==> src/rtl/ifft_input_buffer.sv <==
// Ping-pong frame buffer feeding the 16-point IFFT core: fills one bank while the other drains.
// Define IFFT_IN_BITREV_EN to store samples in bit-reversed order for an in-place DIT core.
module ifft_input_buffer #(
    parameter int DATA_W = 16,
    parameter int N_PTS  = 16
) (
    input  logic              clk_i,
    input  logic              rst_i,
    input  logic              in_valid_i,
    output logic              in_ready_o,
    input  logic              in_sof_i,
    input  logic [DATA_W-1:0] in_re_i,
    input  logic [DATA_W-1:0] in_im_i,
    output logic              out_valid_o,
    input  logic              out_ready_i,
    output logic [DATA_W-1:0] out_re_o,
    output logic [DATA_W-1:0] out_im_o,
    output logic [3:0]        out_idx_o,
    output logic              out_last_o,
    output logic              err_resync_o
);

    localparam int SW = 2 * DATA_W;
    localparam logic [3:0] LAST = 4'(N_PTS - 1);

    typedef struct packed {
        logic [DATA_W-1:0] re;
        logic [DATA_W-1:0] im;
    } sample_t;

    sample_t         mem_q [2][N_PTS];
    logic            wr_bank_q, wr_bank_d;
    logic            rd_bank_q, rd_bank_d;
    logic [3:0]      wr_cnt_q, wr_cnt_d;
    logic [3:0]      rd_cnt_q, rd_cnt_d;
    logic [1:0]      full_q, full_d;
    logic            err_q, err_d;

    logic            wr_acc, rd_xfer, resync;
    logic [3:0]      wr_addr;
    sample_t         rd_smp;

    function automatic logic [3:0] addr(input logic [3:0] k);
`ifdef IFFT_IN_BITREV_EN
        return {k[0], k[1], k[2], k[3]};
`else
        return k;
`endif
    endfunction

    assign in_ready_o  = !rst_i && !full_q[wr_bank_q];
    assign wr_acc      = in_valid_i && in_ready_o;
    assign out_valid_o = full_q[rd_bank_q];
    assign rd_xfer     = out_valid_o && out_ready_i;
    // An early start-of-frame restarts the current bank at index 0.
    assign resync      = wr_acc && in_sof_i && (wr_cnt_q != 4'd0);
    assign wr_addr     = resync ? addr(4'd0) : addr(wr_cnt_q);

    always_comb begin
        wr_bank_d = wr_bank_q;
        rd_bank_d = rd_bank_q;
        wr_cnt_d  = wr_cnt_q;
        rd_cnt_d  = rd_cnt_q;
        full_d    = full_q;
        err_d     = resync;

        if (wr_acc) begin
            if (resync) begin
                wr_cnt_d = 4'd1;
            end else if (wr_cnt_q == LAST) begin
                full_d[wr_bank_q] = 1'b1;
                wr_bank_d         = ~wr_bank_q;
                wr_cnt_d          = 4'd0;
            end else begin
                wr_cnt_d = wr_cnt_q + 4'd1;
            end
        end

        // Write and read always target different banks, so both full updates can coexist.
        if (rd_xfer) begin
            if (rd_cnt_q == LAST) begin
                full_d[rd_bank_q] = 1'b0;
                rd_bank_d         = ~rd_bank_q;
                rd_cnt_d          = 4'd0;
            end else begin
                rd_cnt_d = rd_cnt_q + 4'd1;
            end
        end
    end

    always_ff @(posedge clk_i) begin
        if (rst_i) begin
            wr_bank_q <= 1'b0;
            rd_bank_q <= 1'b0;
            wr_cnt_q  <= 4'd0;
            rd_cnt_q  <= 4'd0;
            full_q    <= 2'b00;
            err_q     <= 1'b0;
        end else begin
            wr_bank_q <= wr_bank_d;
            rd_bank_q <= rd_bank_d;
            wr_cnt_q  <= wr_cnt_d;
            rd_cnt_q  <= rd_cnt_d;
            full_q    <= full_d;
            err_q     <= err_d;
        end
    end

    always_ff @(posedge clk_i) begin
        if (wr_acc)
            mem_q[wr_bank_q][wr_addr] <= sample_t'({in_re_i, in_im_i});
    end

    assign rd_smp       = mem_q[rd_bank_q][rd_cnt_q];
    assign out_re_o     = rd_smp.re;
    assign out_im_o     = rd_smp.im;
    assign out_idx_o    = rd_cnt_q;
    assign out_last_o   = (rd_cnt_q == LAST);
    assign err_resync_o = err_q;

    logic [SW-1:0] unused_w;
    assign unused_w = rd_smp;

endmodule
==> config.mk <==
export PLATFORM = sky130hd
export DESIGN_NAME = ifft_input_buffer
export DESIGN_NICKNAME = d
export VERILOG_FILES = /design/src/rtl/ifft_input_buffer.sv
export SDC_FILE = /design/constraint.sdc
export NUM_CORES = 1
export LEC_CHECK = 0
export CAP_MARGIN = 15
export CORE_UTILIZATION = 40
export DETAILED_ROUTE_END_ITERATION = 8
export HOLD_SLACK_MARGIN = 0.1
export PLACE_DENSITY = 0.53
export SETUP_SLACK_MARGIN = 0.5
export SLEW_MARGIN = 20
export SYNTH_ARGS = -nofsm -noshare
export SYNTH_HDL_FRONTEND = slang
export SYNTH_SLANG_ARGS = --single-unit
==> constraint.sdc <==
create_clock -name clk_i -period 12.1 [get_ports clk_i]
set_input_delay 1.21 -clock clk_i [delete_from_list [all_inputs] [get_ports clk_i]]
set_output_delay 1.21 -clock clk_i [all_outputs]
set_load 0.005 [all_outputs]
# ---- Yosys cells after proc, flatten, opt, wreduce, memory -nomap -nowiden
# Memories as Yosys holds them, arrays and structs flattened. A register that Yosys moved wholly into a read port is not among the register bits.
# Index checks and enable logic that the tools add are counted.
dict set report totals {
  output_inout_bits 40
  ram_bits 1024
  reg_bits 13
  in_bits 37
  wordCells 65
  n_memories 1
}
dict set report classes {
  add_sub_neg 2
  n_bitwise 8
  n_eq_ne 2
  n_lt_le_gt_ge 7
  reduce_logical 13
  mux 26
}
# name depth width rd rd_clocked_by_memory_dff write_ports line
set memory_table {}
lappend memory_table {mem_q 2 512 1 1 1 31} ;# sample_t mem_q [2][N_PTS];
# op n
set ops {}
lappend ops {{$mux W512} 1}
lappend ops {{$bmux W32 S4} 1}
lappend ops {{$demux W32 S4} 1}
lappend ops {{$mux W32} 3}
lappend ops {{$mux W4} 4}
lappend ops {{$ge A5 B5 Y1 const B} 2}
lappend ops {{$mux W2} 5}
lappend ops {{$not A4 Y5} 2}
lappend ops {{$mux W1} 9}
lappend ops {{$add A4 B1 Y4 const B} 2}
lappend ops {{$eq A4 B4 Y1 const B} 2}
lappend ops {{$logic_and A1 B1 Y1} 8}
lappend ops {{$lt A5 B1 Y1 const B} 1}
lappend ops {{$lt A1 B2 Y1 const B} 2}
lappend ops {{$reduce_bool A4 Y1} 1}
lappend ops {{$not A1 Y1} 3}
lappend ops {{$reduce_and A3 Y1} 1}
lappend ops {{$and A2 B2 Y2} 1}
lappend ops {{$demux W1 S1} 2}
lappend ops {{$ge A1 B1 Y1 const B} 2}
lappend ops {{$logic_not A1 Y1} 2}
lappend ops {{$not A2 Y2} 1}
lappend ops {{$or A2 B2 Y2} 1}
lappend ops {{$reduce_and A2 Y1} 1}

# ---- Longest topological paths before layout
# Gate-level depths: netlist (run 1).
dict set report logic_depth {
  depth_word 14
  depth_mapped 8
  ltp_nobuf 7
}

# ---- Least setup slack after synthesis (run 1)
# No wires, ideal clock.
dict set report synth_path {
  path_type {input to register}
  from {input rst_i}
  to {memory mem_q[0][416] in the netlist's numbering, enable pin}
  required_time_ns 11.599
  t_arrival_ns 4.770
  path_buffers 1
  slack_ns 6.829
  stages 4
  setup_ns 0.501
  cell_sequence {inv_1 > nand3_1 > buf_2 > nor4_1}
}
dict set report synth_between {
  elab_chain_len 12
  elab_cells_between_ends 14
  cone_classes {2 x order compare; 5 x mux; 1 x bitwise; 6 x reduce/logical}
}
# item line
set synth_rtl {}
lappend synth_rtl {{start: declaration} 8} ;# input logic rst_i,
lappend synth_rtl {{$logic_not A1 Y1 (*)} 51} ;# assign in_ready_o = !rst_i && !full_q[wr_bank_q];
lappend synth_rtl {{$logic_and A1 B1 Y1 (*)} 51}
lappend synth_rtl {{$logic_and A1 B1 Y1 (*)} 52} ;# assign wr_acc = in_valid_i && in_ready_o;
lappend synth_rtl {{$logic_and A1 B1 Y1 (2 in a row)} 56} ;# assign resync = wr_acc && in_sof_i && (wr_cnt_q != 4'd0);
lappend synth_rtl {{$mux W4} 57} ;# assign wr_addr = resync ? addr(4'd0) : addr(wr_cnt_q);
lappend synth_rtl {{$not A4 Y5 (implied by the code)} 111} ;# mem_q[wr_bank_q][wr_addr] <= sample_t'({in_re_i, in_im_i});
lappend synth_rtl {{$ge A5 B5 Y1 (implied by the code) or $lt A5 B1 Y1 (tied branches)} 111}
lappend synth_rtl {{$logic_and A1 B1 Y1 (implied by the code)} 111}
lappend synth_rtl {{$mux W32 (implied by the code)} 111}
lappend synth_rtl {{$demux W32 S4} 111}
lappend synth_rtl {{$mux W512 (implied by the code) (*)} 111}
lappend synth_rtl {{end: declaration} 31}
# Every way passes the cells marked *; elsewhere a longest branch is shown, timed or not.

==> flow_summary.rst, run 1 <==
.. list-table::
   :header-rows: 1

   * - Metric
     - Value
   * - Syn Nets
     - approximately 2400
   * - GR Util All Layers
     - about a fifth
   * - Worst path setup slack after routing
     - 5.887 ns
   * - Fraction of power consumed by the clock network
     - 43.4%
   * - Overall overflow remaining after global route
     - 0
   * - Sequential share of the synthesized area
     - between 70% and 80%
   * - Routed wirelength normalized by instance count
     - 28.22 um
   * - Number of optimization iterations in the first detailed-route pass
     - 5
   * - Maximum clock path buffer count
     - 3
   * - Most numerous cell in the Yosys netlist
     - sky130_fd_sc_hd__edfxtp_1
   * - Max cap viols
     - 0
   * - Final setup vio count
     - 0
   * - Switching share of power
     - 19.64%
   * - Clock buffers created by TritonCTS
     - 105
   * - Internal cell power
     - 5.777 mW
   * - Cell at the root of the clock tree
     - sky130_fd_sc_hd__clkbuf_16
   * - Overall die width
     - around 320 um
   * - Vias
     - between 20000 and 25000
   * - Insertion delay to the later sink of the worst-skew pair
     - 0.67 ns
   * - GR Util met2
     - 36.06%
   * - Signal arrival time at the worst endpoint
     - about 5 ns
   * - Result of the run
     - completed
   * - Tmin final
     - 6.213 ns
   * - RSZ-0062 raised after global routing
     - false
   * - TritonCTS clock tree
     - yes
   * - Cts-stage hold buffer count
     - 0
   * - Relative max-transition margin
     - 27.06%
   * - Initial Util
     - approximately 40%
   * - Detailed router's first-iteration violation count
     - 1764
   * - Placed wire-length estimate after detailed placement
     - 51510 um
   * - Die Ht
     - 320.1 um
   * - Area delta synth->final
     - 14.08%
   * - Total negative setup slack
     - 0 ns
   * - Slew @ Worst Pin
     - between 1 and 1.5 ns
   * - Warnings from Yosys
     - 0
   * - Number of antenna diodes
     - 0
   * - Number of distinct library cell variants in the gate-level netlist after synthesis
     - 42
   * - Synthesized instance count
     - ~2300
   * - Power share of the combinational group
     - 1.5%
   * - Delay of the slowest critical-path stage
     - roughly 0.90 ns
   * - Critical path class
     - flip-flop to output pin
   * - Aggregate routed wire length
     - approximately 110000 um
   * - Nature of the critical path startpoint
     - flip-flop
   * - Antenna viol nets, final
     - 0
   * - Reg clk slew, reported paths
     - 0.06 ns
   * - Number of flip-flops and latches in the synthesized netlist
     - 1038
   * - FFs w/ async S/R, synth
     - 0%
   * - Main synth FF type
     - sky130_fd_sc_hd__edfxtp_1
   * - Filler Cell Count
     - approximately 8500
   * - Leak pwr
     - 13.60 nW
   * - Number of vias per cell after detailed routing
     - 5.572
   * - Endpoints failing hold
     - 0
   * - Most crowded layer after global routing
     - met2
   * - Final cycle utilization of the critical path
     - between 50% and 60%
   * - Net count, final
     - between 2000 and 2500
   * - Vias in the first global route
     - 21460
   * - Overall die area
     - slightly above 0.1 sq mm
   * - Ranking of synthesized cells by instance count
     - 1024 x sky130_fd_sc_hd__edfxtp_1, 514 x sky130_fd_sc_hd__mux2i_1, 109 x sky130_fd_sc_hd__nand2_1, 104 x sky130_fd_sc_hd__a21oi_1, 98 x sky130_fd_sc_hd__nand3_1
   * - NetSw
     - 1.412 mW
   * - GR Util met1
     - 27.57%
   * - Maximum net fanout on the critical path
     - 57
   * - Number of enable-type register cells in the synthesized netlist
     - about 1000
   * - Maximum clock frequency
     - between 150 and 200 MHz
   * - Endpoint type of the worst setup path
     - output pin
   * - I/O Pins
     - 77
   * - Initial antenna violation count
     - 7
   * - Fraction of final layout cells sized beyond drive strength 1
     - under 10%
   * - Total power divided by cell area
     - 155.7 mW/mm^2
   * - Buffers on Ports
     - 76
   * - Tightest Hold Check Type
     - flip-flop to flip-flop
   * - Cell accounting for the most synthesized area
     - sky130_fd_sc_hd__edfxtp_1
   * - Number of sinks on the clock net
     - 1038
   * - H-tree depth
     - 3
   * - Final weighted congestion of routability-driven global placement
     - 0.7440
   * - DRC viols
     - 0
   * - Met3 capacity usage during global routing
     - 3.517%
   * - Ranking of synthesized cells by area
     - sky130_fd_sc_hd__edfxtp_1 76%, sky130_fd_sc_hd__mux2i_1 13%, sky130_fd_sc_hd__a22oi_1 1.8%, sky130_fd_sc_hd__a22o_1 1.4%, sky130_fd_sc_hd__a21oi_1 1.3%
   * - Area of the mapped netlist
     - 0.04048 sq mm
   * - CP Data Required Time
     - 10.89 ns
   * - Max-slew violations
     - 0
   * - Global-route wire length before repair
     - roughly 150000 um
   * - Worst IR Drop VDD
     - between 0.1 and 0.15 mV
   * - Critical-path top delay cell
     - sky130_fd_sc_hd__buf_4
   * - Layout Utilization
     - 46.11%
   * - Fraction of synthesized cell area taken by the top area cell type
     - roughly three quarters
   * - Worst Skew
     - 0.02033 ns
   * - Part of the power in registers
     - 55.1%
   * - Post-CTS Setup Repair Bufs
     - 0
   * - Cell row count
     - 116
   * - CP dominant cell by count
     - sky130_fd_sc_hd__buf_4
   * - Post-cts repair resize count
     - 0
   * - Placement-stage worst setup slack
     - 6.529 ns
   * - Core Box Area
     - 0.1001 sq mm
   * - Synthesized area per cell
     - 17.49 sq um
   * - Largest net degree at the start of global routing
     - about 140
   * - Cells traversed along the worst timing path
     - buf_4 > buf_4 > mux2i_1 > a22o_1 > nor3_1 > a31oi_1 > nand3_1 > clkdlybuf4s50_1
## per-stage QoR
step	area [sq um]	hold WS, ns	instances	power [mW]
5_1_grt	46180	0.5875	3805	7.399
6_report	46180	0.5361	3805	7.189
4_1_cts	46210	0.5331	3805	7.252
2_1_floorplan	40480	0.4733	2315	4.064
3_5_place_dp	42920	0.5231	3613	4.151
3_3_place_gp	42920	0.5009	3613	4.145
## cell type report
| type | count | area, sq um | area share (%) |
|---|---|---|---|
| clock buffer | 132 | 2771 | 6.001 |
| clock inverter | 60 | 518.0 | 1.122 |
| inverter | 5 | 18.77 | 0.04064 |
| multi-input combinational | 1136 | 8984 | 19.45 |
| sequential | 1038 | 31030 | 67.20 |
| tap | 1298 | 1624 | 3.517 |
| timing repair buffer | 136 | 1231 | 2.666 |
## sequential cells by signal, indices dropped and copies added (netlist names), named ones only
name          cells
wr_bank_q         1
wr_cnt_q          4
mem_q          1024
full_q            2
out_idx_o         4
rd_bank_q         1
err_resync_o      1
## worst paths after layout
check | cells past startpoint | from | slack [ns] | endpoint
worst max register to register | 6 | wr_bank_q$_SDFFE_PP0P_ | 8.11 | mem_q[1][277]$_DFFE_PP_
worst min-delay path | 2 | full_q[0]$_SDFF_PP0_ | 0.54 | full_q[0]$_SDFF_PP0_
worst min register to register | 2 | full_q[0]$_SDFF_PP0_ | 0.54 | full_q[0]$_SDFF_PP0_
worst max-delay path | 8 | flip-flop | 5.89 | out_im_o[15]
## cell families after synthesis
logic type / count (synthesis) / share of synthesized area [%]
compound gates: 310 / 5.208
xor+xnor: 1 / 0.02164
fa+ha+maj: 3 / 0.09274
buf+inv: 141 / 1.715
flops: 1038 / 76.65
mux: 516 / 12.77
simple gates: 306 / 3.542
## per-layer routing
layer | vias to the layer above | share of wire [%]
li1 | 9413 | -
met1 | 11190 | 43
met2 | 480 | 50
met3 | 110 | 4.8
met4 | 10 | 1.5
met5 | - | 0.064
## cells in the final DEF, fill, tap and decap left out, types with 13 or more instances in the layout
cell                              Yosys  routed
sky130_fd_sc_hd__a21oi_1            104     104
sky130_fd_sc_hd__a22o_1              64      64
sky130_fd_sc_hd__a22oi_1             96      96
sky130_fd_sc_hd__a31oi_1             32      32
sky130_fd_sc_hd__buf_4               25      56
sky130_fd_sc_hd__clkbuf_1            48      25
sky130_fd_sc_hd__clkbuf_16            0     107
sky130_fd_sc_hd__clkdlybuf4s50_1      0      70
sky130_fd_sc_hd__clkinv_1             0      31
sky130_fd_sc_hd__dfxtp_1             14      13
sky130_fd_sc_hd__edfxtp_1          1024    1024
sky130_fd_sc_hd__mux2i_1            514     514
sky130_fd_sc_hd__nand2_1            109     108
sky130_fd_sc_hd__nand3_1             98      98
sky130_fd_sc_hd__nor2_4               0      13
sky130_fd_sc_hd__nor3_1              46      32
sky130_fd_sc_hd__nor3_2               1      15
## critical path, delay by kind of cell (launching register included)
family / cells / cell delay, ns
buffers and inverters: 3 / 2.29
DFF: 1 / 0.83
AOI/OAI and AO/OA: 2 / 0.50
and+or+nand+nor: 2 / 0.33
muxes: 1 / 0.28
## power groups by stage
stage / Sequential, mW / Clock (mW) / Combinational (mW)
CTS: 3.96 / 3.18 / 0.111
floorplan: 4.04 / 0 / 0.0253
global route: 3.96 / 3.32 / 0.118
global placement: 4.04 / 0 / 0.106
finish: 3.96 / 3.12 / 0.108
detailed placement: 4.04 / 0 / 0.111
(Power assumes the default switching activity.)
==> run 2: changes to the inputs <==
- PLACE_DENSITY: 0.53 -> 0.55
- clock period: 12.1 -> 5.1 ns (I/O delays scaled with it)
==> flow_summary.rst, run 2 (synthesis gave the netlist of run 1 again) <==
.. list-table::
   :header-rows: 1

   * - Metric
     - Value
   * - Delay of the slowest critical-path stage
     - roughly 0.81 ns
   * - Routed wirelength normalized by instance count
     - 27.04 um
   * - Endpoints failing hold
     - 0
   * - Worst IR Drop VDD
     - ~0.34 mV
   * - Maximum net fanout on the critical path
     - 50
   * - Overall die width
     - 320.1 um
   * - Cts-stage hold buffer count
     - 0
   * - Global-route wire length before repair
     - 150600 um
   * - Nature of the critical path startpoint
     - flip-flop
   * - Post-CTS Setup Repair Bufs
     - 0
   * - Final setup vio count
     - 0
   * - Tmin final
     - 4.314 ns
   * - Initial Util
     - 40.42%
   * - Biggest register
     - mem_q
   * - Maximum clock path buffer count
     - 3
   * - Total negative setup slack
     - 0 ns
   * - Die Ht
     - 320.1 um
   * - Met2 wire len
     - 52090 um
   * - Total power divided by cell area
     - about 380 mW/mm^2
   * - Overall overflow remaining after global route
     - 0
   * - Leak pwr
     - 13.99 nW
   * - M1 WL
     - 43770 um
   * - Hold-critical path depth
     - 1
   * - Critical path buffer and inverter count
     - 2
   * - Detailed router's first-iteration violation count
     - 1727
   * - Overall die area
     - 0.1025 sq mm
   * - Critical path class
     - flip-flop to output pin
   * - Cells traversed along the worst timing path
     - and2_4 > buf_4 > a22o_1 > nor3_1 > a31oi_1 > nand3_1 > clkdlybuf4s50_1
   * - Clock buffers created by TritonCTS
     - roughly 110
   * - DRC viols
     - 0
   * - Largest net degree at the start of global routing
     - 129
   * - Part of the power in registers
     - approximately 53%
   * - Number of vias per cell after detailed routing
     - 5.571
   * - Endpoint type of the worst setup path
     - output pin
   * - Most common cell after layout, fill and taps aside
     - sky130_fd_sc_hd__edfxtp_1
   * - NetSw
     - between 3 and 4 mW
   * - Fraction of power consumed by the clock network
     - a little under half
   * - Relative max-transition margin
     - 30.26%
   * - Vias in the first global route
     - 21770
   * - Max-slew violations
     - 0
   * - Reg clk slew, reported paths
     - 0.06 ns
   * - Leading cell types in the layout, fill and taps excluded
     - 1024 x sky130_fd_sc_hd__edfxtp_1, 514 x sky130_fd_sc_hd__mux2i_1, 108 x sky130_fd_sc_hd__nand2_1
   * - TritonCTS clock tree
     - yes
   * - I/O Pins
     - 77
   * - Tightest Hold Check Type
     - input port to flip-flop
   * - Maximum clock frequency
     - 231.8 MHz
   * - Placed Area
     - 0.04337 sq mm
   * - Met3 Wirelength
     - 5528 um
   * - Final weighted congestion of routability-driven global placement
     - 0.8185
   * - Area delta synth->final
     - 15.82%
   * - Insertion delay to the later sink of the worst-skew pair
     - 0.67 ns
   * - Aggregate routed wire length
     - 103800 um
   * - Final cycle utilization of the critical path
     - 84.58%
   * - H-tree depth
     - 3
   * - Largest register FFs
     - roughly 1000
   * - Post-cts repair resize count
     - 0
   * - Final Instance Count excl. Fillers
     - 3841
   * - Buffers on Ports
     - 76
   * - Critical-path top delay cell
     - sky130_fd_sc_hd__and2_4
   * - Worst Skew
     - 0.02447 ns
   * - Delay-heaviest family, CP
     - simple AND/OR/NAND/NOR gates
   * - Internal cell power
     - 14.31 mW
   * - Number of sinks on the clock net
     - 1038
   * - CP Data Required Time
     - roughly 4.6 ns
   * - Fraction of final layout cells sized beyond drive strength 1
     - 12.48%
   * - Antenna viol nets, final
     - 0
   * - Signal arrival time at the worst endpoint
     - 3.80 ns
   * - Filler Cell Count
     - 8466
   * - Initial antenna violation count
     - 6
   * - Cell row count
     - 116
   * - Placed cell count
     - 3649
   * - Number of optimization iterations in the first detailed-route pass
     - 5
   * - Placement-stage worst setup slack
     - 0.9190 ns
   * - Slew @ Worst Pin
     - 1.043 ns
   * - Core Box Area
     - 0.1001 sq mm
   * - Uppermost signal routing layer after detailed routing
     - met5
   * - Vias
     - 21400
   * - Net count, final
     - about 2500
   * - Area of all placed cells without fillers
     - about 0.047 sq mm
   * - Switching share of power
     - 19.15%
   * - Cell at the root of the clock tree
     - sky130_fd_sc_hd__clkbuf_16
   * - Placed wire-length estimate after detailed placement
     - 58720 um
   * - Overall power after layout
     - 17.69 mW
   * - Result of the run
     - completed
   * - RSZ-0062 raised after global routing
     - false
   * - Max cap viols
     - 0
   * - Path length in cells of the critical path
     - 7
   * - Layout Utilization
     - 46.82%
   * - Worst path setup slack after routing
     - 0.7863 ns
   * - GR Util All Layers
     - 20.25%
   * - R2r worst-path depth
     - 6
   * - Final worst hold slack
     - roughly 0.37 ns
   * - Power share of the combinational group
     - 1.5%
-- run 2: cell types whose count changed in the layout (fill, tap and decap cells not counted), moves of 4 or more --
cell and change:
sky130_fd_sc_hd__buf_12 +7, sky130_fd_sc_hd__buf_16 +4, sky130_fd_sc_hd__buf_2 +16, sky130_fd_sc_hd__buf_4 +25, sky130_fd_sc_hd__bufinv_16 +12, sky130_fd_sc_hd__clkbuf_1 -6
sky130_fd_sc_hd__clkdlybuf4s50_1 -16, sky130_fd_sc_hd__clkinv_1 -12
-- run 2: worst paths after layout --
path | start | end | slack, ns
worst max-delay path | out_idx_o[0]$_SDFFE_PP0P_ | out_im_o[2] | 0.79
worst min-delay path | in_re_i[3] | mem_q[1][435]$_DFFE_PP_ | 0.37
worst max register to register | wr_bank_q$_SDFFE_PP0P_ | mem_q[1][289]$_DFFE_PP_ | 1.68
worst min register to register | full_q[0]$_SDFF_PP0_ | full_q[0]$_SDFF_PP0_ | 0.52
-- run 2: layout make-up --
type	instances	area, sq um	share of cell area [%]
Sequential cell	1038	31030	66.19
Multi-Input combinational cell	1136	9007	19.21
Clock buffer	126	2749	5.863
Tap cell	1298	1624	3.464
Timing Repair Buffer	172	1589	3.389
Clock inverter	64	857.1	1.828
Inverter	5	18.77	0.04003
Antenna cell	2	5.005	0.01067
-- run 2: layer usage --
metal	vias to the layer above	global-route usage (%)
met1	11190	26.49
li1	9501	-
met2	538	34.81
met3	161	3.435
met5	-	0
met4	8	5.476
-- run 2: power by group through the flow --
| stage | logic (mW) | registers, mW | clock network [mW] |
|---|---|---|---|
| 4_1_cts | 0.283 | 9.40 | 8.17 |
| 5_1_grt | 0.292 | 9.40 | 8.50 |
| 2_1_floorplan | 0.0606 | 9.58 | 0 |
| 6_report | 0.269 | 9.40 | 8.03 |
| 3_5_place_dp | 0.282 | 9.59 | 0 |
| 3_3_place_gp | 0.272 | 9.58 | 0 |
